===== config.mk =====
export PLATFORM = sky130hd
export DESIGN_NAME = fwd_hazard_scoreboard
export DESIGN_NICKNAME = d
export VERILOG_FILES = /design/src/rtl/fwd_hazard_scoreboard.sv
export SDC_FILE = /design/constraint.sdc
export NUM_CORES = 1
export LEC_CHECK = 0
export ABC_AREA = 1
export ABC_CLOCK_PERIOD_IN_PS = 1500
export BUFFER_PORTS_ARGS = -buffer_cell sky130_fd_sc_hd__clkbuf_2
export CORE_MARGIN = 2
export CORE_UTILIZATION = 48
export CTS_CLUSTER_DIAMETER = 40
export DETAILED_ROUTE_END_ITERATION = 8
export GPL_ROUTABILITY_DRIVEN = 0
export PLACE_DENSITY = 0.87
export RECOVER_POWER = 50
export SETUP_SLACK_MARGIN = 0.3
export SYNTH_ARGS = -nofsm -noshare
export SYNTH_HDL_FRONTEND = slang
export SYNTH_SLANG_ARGS = --single-unit

===== constraint.sdc =====
create_clock -name clk -period 1.5 [get_ports clk]
set_clock_uncertainty 0.2 [all_clocks]
set_input_delay 0.3 -clock clk [delete_from_list [all_inputs] [get_ports clk]]
set_output_delay 0.3 -clock clk [all_outputs]
set_load 0.02 [all_outputs]

===== src/rtl/fwd_hazard_scoreboard.sv =====
`default_nettype none
// ============================================================================
// Module      : fwd_hazard_scoreboard
// Description : Shift-register scoreboard of in-flight destinations that
//               produces EX forward selects, ID branch-operand selects and a
//               load-use / branch-in-ID stall. Optional macro
//               FWD_STALL_CNT_EN adds a saturating stall-cycle counter.
// Revision    : 1.0 - initial release
// ============================================================================
module fwd_hazard_scoreboard #(
    parameter int AW     = 5,
    parameter int STAGES = 3,   // legal range 2..7
    parameter int SEL_W  = 2    // 2**SEL_W >= STAGES
) (
    input  logic             clk,
    input  logic             rst,
    input  logic             id_valid,
    input  logic [AW-1:0]    id_rs,
    input  logic [AW-1:0]    id_rt,
    input  logic             id_use_rt,
    input  logic             id_branch,
    input  logic             id_wr,
    input  logic [AW-1:0]    id_rd,
    input  logic             id_load,
    input  logic             flush,
    output logic             stall,
    output logic [SEL_W-1:0] ex_fwd_a,
    output logic [SEL_W-1:0] ex_fwd_b,
    output logic [SEL_W-1:0] id_fwd_a,
    output logic [SEL_W-1:0] id_fwd_b
`ifdef FWD_STALL_CNT_EN
    ,
    output logic [31:0]      stall_cnt
`endif
);

    logic [STAGES-1:0] r_v;
    logic [STAGES-1:0] r_ld;
    logic [AW-1:0]     r_rd [STAGES];

    logic [STAGES-1:0] w_m_rs;
    logic [STAGES-1:0] w_m_rt;
    logic              w_any0;
    logic              w_any1;
    logic              w_stall;
    logic              w_slot0_v;
    logic [SEL_W-1:0]  w_ex_a;
    logic [SEL_W-1:0]  w_ex_b;
    logic [SEL_W-1:0]  w_id_a;
    logic [SEL_W-1:0]  w_id_b;
    logic [SEL_W-1:0]  r_ex_a;
    logic [SEL_W-1:0]  r_ex_b;

    generate
        for (genvar j = 0; j < STAGES; j++) begin : g_match
            assign w_m_rs[j] = r_v[j] && (r_rd[j] != '0) && (r_rd[j] == id_rs);
            assign w_m_rt[j] = r_v[j] && (r_rd[j] != '0) && (r_rd[j] == id_rt) && id_use_rt;
        end
    endgenerate

    assign w_any0 = w_m_rs[0] | w_m_rt[0];
    assign w_any1 = w_m_rs[1] | w_m_rt[1];

    always_comb begin
        w_stall = 1'b0;
        if (id_valid && !flush) begin
            w_stall = (w_any0 && r_ld[0])
                    || (id_branch && w_any0)
                    || (id_branch && w_any1 && r_ld[1]);
        end
    end

    assign stall     = w_stall;
    assign w_slot0_v = id_valid && id_wr && !w_stall && !flush;

    // Scan oldest to youngest so the youngest match overwrites older ones.
    always_comb begin
        w_ex_a = '0;
        w_ex_b = '0;
        for (int j = STAGES - 2; j >= 0; j--) begin
            if (w_m_rs[j]) w_ex_a = SEL_W'(j + 1);
            if (w_m_rt[j]) w_ex_b = SEL_W'(j + 1);
        end
        if (w_stall || flush || !id_valid) begin
            w_ex_a = '0;
            w_ex_b = '0;
        end
    end

    // A load in slot 1 has no data yet; the branch stall covers that case.
    always_comb begin
        w_id_a = '0;
        w_id_b = '0;
        if (id_branch) begin
            for (int j = STAGES - 2; j >= 1; j--) begin
                if (w_m_rs[j] && !r_ld[j]) w_id_a = SEL_W'(j);
                if (w_m_rt[j] && !r_ld[j]) w_id_b = SEL_W'(j);
            end
        end
    end

    assign id_fwd_a = w_id_a;
    assign id_fwd_b = w_id_b;

    always_ff @(posedge clk) begin
        if (rst) begin
            r_v  <= '0;
            r_ld <= '0;
            for (int j = 0; j < STAGES; j++) r_rd[j] <= '0;
        end else begin
            r_v  <= {r_v[STAGES-2:0], w_slot0_v};
            r_ld <= {r_ld[STAGES-2:0], id_load};
            r_rd[0] <= id_rd;
            for (int j = 1; j < STAGES; j++) r_rd[j] <= r_rd[j-1];
        end
    end

    always_ff @(posedge clk) begin
        if (rst) begin
            r_ex_a <= '0;
            r_ex_b <= '0;
        end else begin
            r_ex_a <= w_ex_a;
            r_ex_b <= w_ex_b;
        end
    end

    assign ex_fwd_a = r_ex_a;
    assign ex_fwd_b = r_ex_b;

`ifdef FWD_STALL_CNT_EN
    logic [31:0] r_stall_cnt;

    always_ff @(posedge clk) begin
        if (rst) begin
            r_stall_cnt <= '0;
        end else if (w_stall && (r_stall_cnt != 32'hFFFF_FFFF)) begin
            r_stall_cnt <= r_stall_cnt + 32'd1;
        end
    end

    assign stall_cnt = r_stall_cnt;
`endif

endmodule
`default_nettype wire


Word level (Yosys, flattened, before mapping)
Memories as Yosys holds them, arrays and structs flattened.
Index checks and enable logic that the tools add are counted.
{"block": "op_classes", "n_eq_ne": 4, "n_mux": 15, "bitwise": 5, "reduce_logical": 31}
{"op": "5-bit equality test", "count": 4}
{"op": "1-bit logical AND", "count": 18}
{"op": "5-bit 2-to-1 mux", "count": 3}
{"op": "1-bit 2-to-1 mux", "count": 10}
{"op": "5-bit nonzero test", "count": 2}
{"op": "3-bit OR reduction", "count": 2}
{"op": "1-bit OR", "count": 5}
{"op": "1-bit zero test", "count": 4}
{"op": "1-bit logical OR", "count": 4}
{"op": "2-bit 2-to-1 mux", "count": 2}
{"op": "2-bit OR reduction", "count": 1}
{"block": "totals", "regBits": 8, "ramBits": 15, "wordCells": 62, "n_memories": 1}
{"name": "r_rd", "words": 3, "width": 5, "rd": 2, "rd_ports_with_merged_regs": 0, "write_ports": 3, "line": "39", "rtl": "logic [AW-1:0] r_rd [STAGES];"}

Logic depth before layout (Yosys ltp)
An unclocked memory read counts as a cell.
{"block": "logic_depth", "ltp_word": 13, "ltp_mapped": 10, "mapped_depth_nobuf": 10}

Least setup slack after synthesis
Ideal clock, no wire load.
{"block": "synth_timing", "path_type": "reg2out", "from": "memory r_rd[0][2]", "to": "output stall", "arrival_time_ns": 1.233, "t_required_ns": 1.000, "setup_slack_ns": -0.233, "stages_incl_launch_ff": 9, "path_buffers": 0, "cell_sequence": "dfxtp_1 > inv_1 > nand2_1 > nand2_1 > nor3_2 > nand3_1 > nand2_1 > nand2_2 > a21oi_1"}
{"item": "start, declared", "line": "39"}
{"item": "end, declared", "line": "26", "rtl": "output logic stall,"}

==> out/qor.yml <==
status:
  outcome: "complete, but fails checks"
  violations: "setup timing"
drt:
  drc: 0
  first_pass_iters: 4
  wire_per_inst_um: 12.45
  drt_iter0_drc: 20
  num_vias: 1095
  routed_via_density: 4.845
  drt_wl_total_um: 2813
  ant_nets: 0
yosys:
  synth-compound-area-share_pct: 1.598
  synth_xor_area_share_pct: 9.321
  synthMuxAreaShare_pct: 0
  synthCells: 145
  synth_fa_ha_area_share_pct: 0
  synth_top_family_by_area: "simple AND/OR/NAND/NOR gates"
  synthSimpleGateAreaFrac_pct: 36.35
  synth_seq_cells: 18
  synth.avg_cell_area_um2: 6.480
  syn-cell-area_um2: 939.7
  yosysSeqAreaShare_pct: 38.35
  synth_cell_types: 17
  yosys_warnings: 0
placement:
  dp_hpwl_um: 1636
  portBuffers: 29
  place_ws_ns: -0.3704
  dp_cells: 212
pwr:
  peakVddDrop_mv: 0.7591
  power_density_nw_per_um2: 676.4
  cellLeakagePower_nw: 0.7824
grt:
  met3_usage_pct: 4.444
  antenna_found_initial: 0
  grt_usage_pct: 23.41
  grt_pass1_wl_um: 3760
  grt_max_degree: 14
  grt_pass1_vias: 941
  busiest_layer: "met2"
  grt.overflow.total: 0
  use_met2_pct: 40.26
  gr-usage-met1_pct: 27.64
critical_path:
  critPathKind: "register to output pin"
  critPathLaunchType: "register"
  worstSetupEndpointType: "output pin"
  cp_max_fo: 4
  rr_worst_depth: 11
  arrival_ns: 1.65
  r2r_setup_slack_ns: -0.23
  required_ns: 1.00
  reg2reg_from: "r_rd[0][7]"
  reg2reg_to: "ex_fwd_a[0]"
sta:
  slew_viol_final: 0
  fmax_mhz: 465.8
  fin_crit_sh_pct: 143.1
  finalCriticalPeriod_ns: 2.147
  rsz0062_at_grt: "yes"
  fin_ws_ns: -0.6467
  finalSetupViolations: 8
  hold_viol: 0
  whs_ns: 0.1303
clock_network:
  numCtsBuffers: 3
  cts.sinks: 18
  htree_levels: 1
  clk_path_buf_depth: 2
  cts_tree: "built"
  clk_latency_ns: 0.30
  cts.clk_slew.worst_paths_ns: 0.11
  cts-root-buf: "clkbuf_4"
floorplan:
  coreArea_um2: 1902
  die_w_um: 48.25
  dieArea_um2: 2328
  start_util_pct: 49.41
  num_rows: 16
  fp.dieH_um: 48.25
  io_pins: 32
hold_path:
  worstHoldEndpoint: "ex_fwd_b[1]"
  min_path_type: "primary input to register"
  min_from: "rst"
  hold_depth: 4
final_layout:
  fin_nets: 223
  final_util_pct: 79.08
  diodes: 0
  area_growth_pct: 60.05
  fillCellCount: 123
  drive_gt1_share_pct: 44.72
  final_cells: 226
flow_run:
  max-cap-violations: 0
worst max-delay path: stages, from the launching register on:
cell	delay, ns
dfxtp_4	0.39
inv_2	0.03
nand2_1	0.05
nand2_1	0.07
nor3_2	0.19
nand3_2	0.14
nand2_2	0.10
nand2_2	0.08
a21oi_4	0.14
clkbuf_8	0.15
sequential cells by signal (all words and copies together), names as in the netlist:
name	count
r_rd	10
ex_fwd_a	2
ex_fwd_b	2
r_ld	2
r_v	2
per-stage QoR:
stage	cell area [µm²]	TNS, ns	power, mW
finish	1504	-2.780	1.017
global route	1504	-3.300	1.069
CTS	1423	-2.178	0.9973
detailed placement	1222	-1.775	0.6801
global placement	1222	-1.356	0.6729
floorplan	964.7	-0.05847	0.6148
where the power goes:
group          internal, mW  total [mW]  switching (mW)  leakage, nW
combinational        0.0969       0.201           0.104        0.607
sequential            0.492       0.511          0.0191        0.154
clock                 0.148       0.306           0.158       0.0210
total                 0.737        1.02           0.280        0.782
layer usage:
metal / routed length, µm / vias to the layer above
met5: 0 / -
met2: 1460 / 42
met1: 1088 / 502
met4: 129 / 0
li1: - / 532
met3: 134 / 19
worst max-delay path by stage:
stage | endpoint | start | slack [ns]
global placement | stall | id_rt[3] | -0.31
CTS | stall | r_rd[0][9] | -0.56
global route | stall | r_rd[0][6] | -0.72
detailed placement | stall | id_rt[3] | -0.37
finish | stall | r_rd[0][7] | -0.65
floorplan | stall | r_rd[0][8] | -0.06
Yosys cell counts, drive strengths merged:
| library cell | count | area share [%] |
|---|---|---|
| xnor2 | 4 | 3.7 |
| dfxtp | 18 | 38 |
| nand2 | 31 | 13 |
| clkbuf | 1 | 0.40 |
| nor3 | 2 | 2.1 |
| a21oi | 3 | 1.6 |
| nand4 | 2 | 1.3 |
| nand3 | 9 | 5.3 |
| xor2 | 6 | 5.6 |
| inv | 30 | 12 |
| nor2 | 35 | 14 |
| or2 | 1 | 0.67 |
| conb | 1 | 0.40 |
| buf | 2 | 1.6 |
layout make-up:
class                   instances  area (µm²)  share of cell area (%)
clock buffers                   4       36.28                   2.413
multi-input cells              95       529.3                   35.19
flip-flops and latches         18       387.9                   25.79
repair buffers                 52       404.1                   26.87
well taps                      27       33.78                   2.246
inverters                      30       112.6                   7.488
cells by family after synthesis:
kind of cell / Yosys count
compound gates: 3
xor+xnor: 10
flops: 18
other cells: 1
simple gates: 80
buf+inv: 33
cell usage in the layout (no fill, tap or decap), types with 3 or more instances in the layout:
cell and n:
inv_2 6, buf_6 4, nand2_2 3, buf_8 4, dfxtp_2 10, nand3_1 6, clkbuf_4 3, nor2_1 29
xor2_1 6, buf_4 14, xnor2_2 3, dfxtp_4 4, inv_1 24, dlygate4sd3_1 7, nand2_1 28, nor2_2 5
clkbuf_2 22, dfxtp_1 4
what timing repair did:
item	4_1_cts	5_1_grt
resized for setup	23	26
endpoints found under the hold margin	6	1
setup endpoints to repair	12	12
pin swaps	4	1
setup buffers	3	0
hold buffers	6	1
Power figures use the tool's default switching activity.
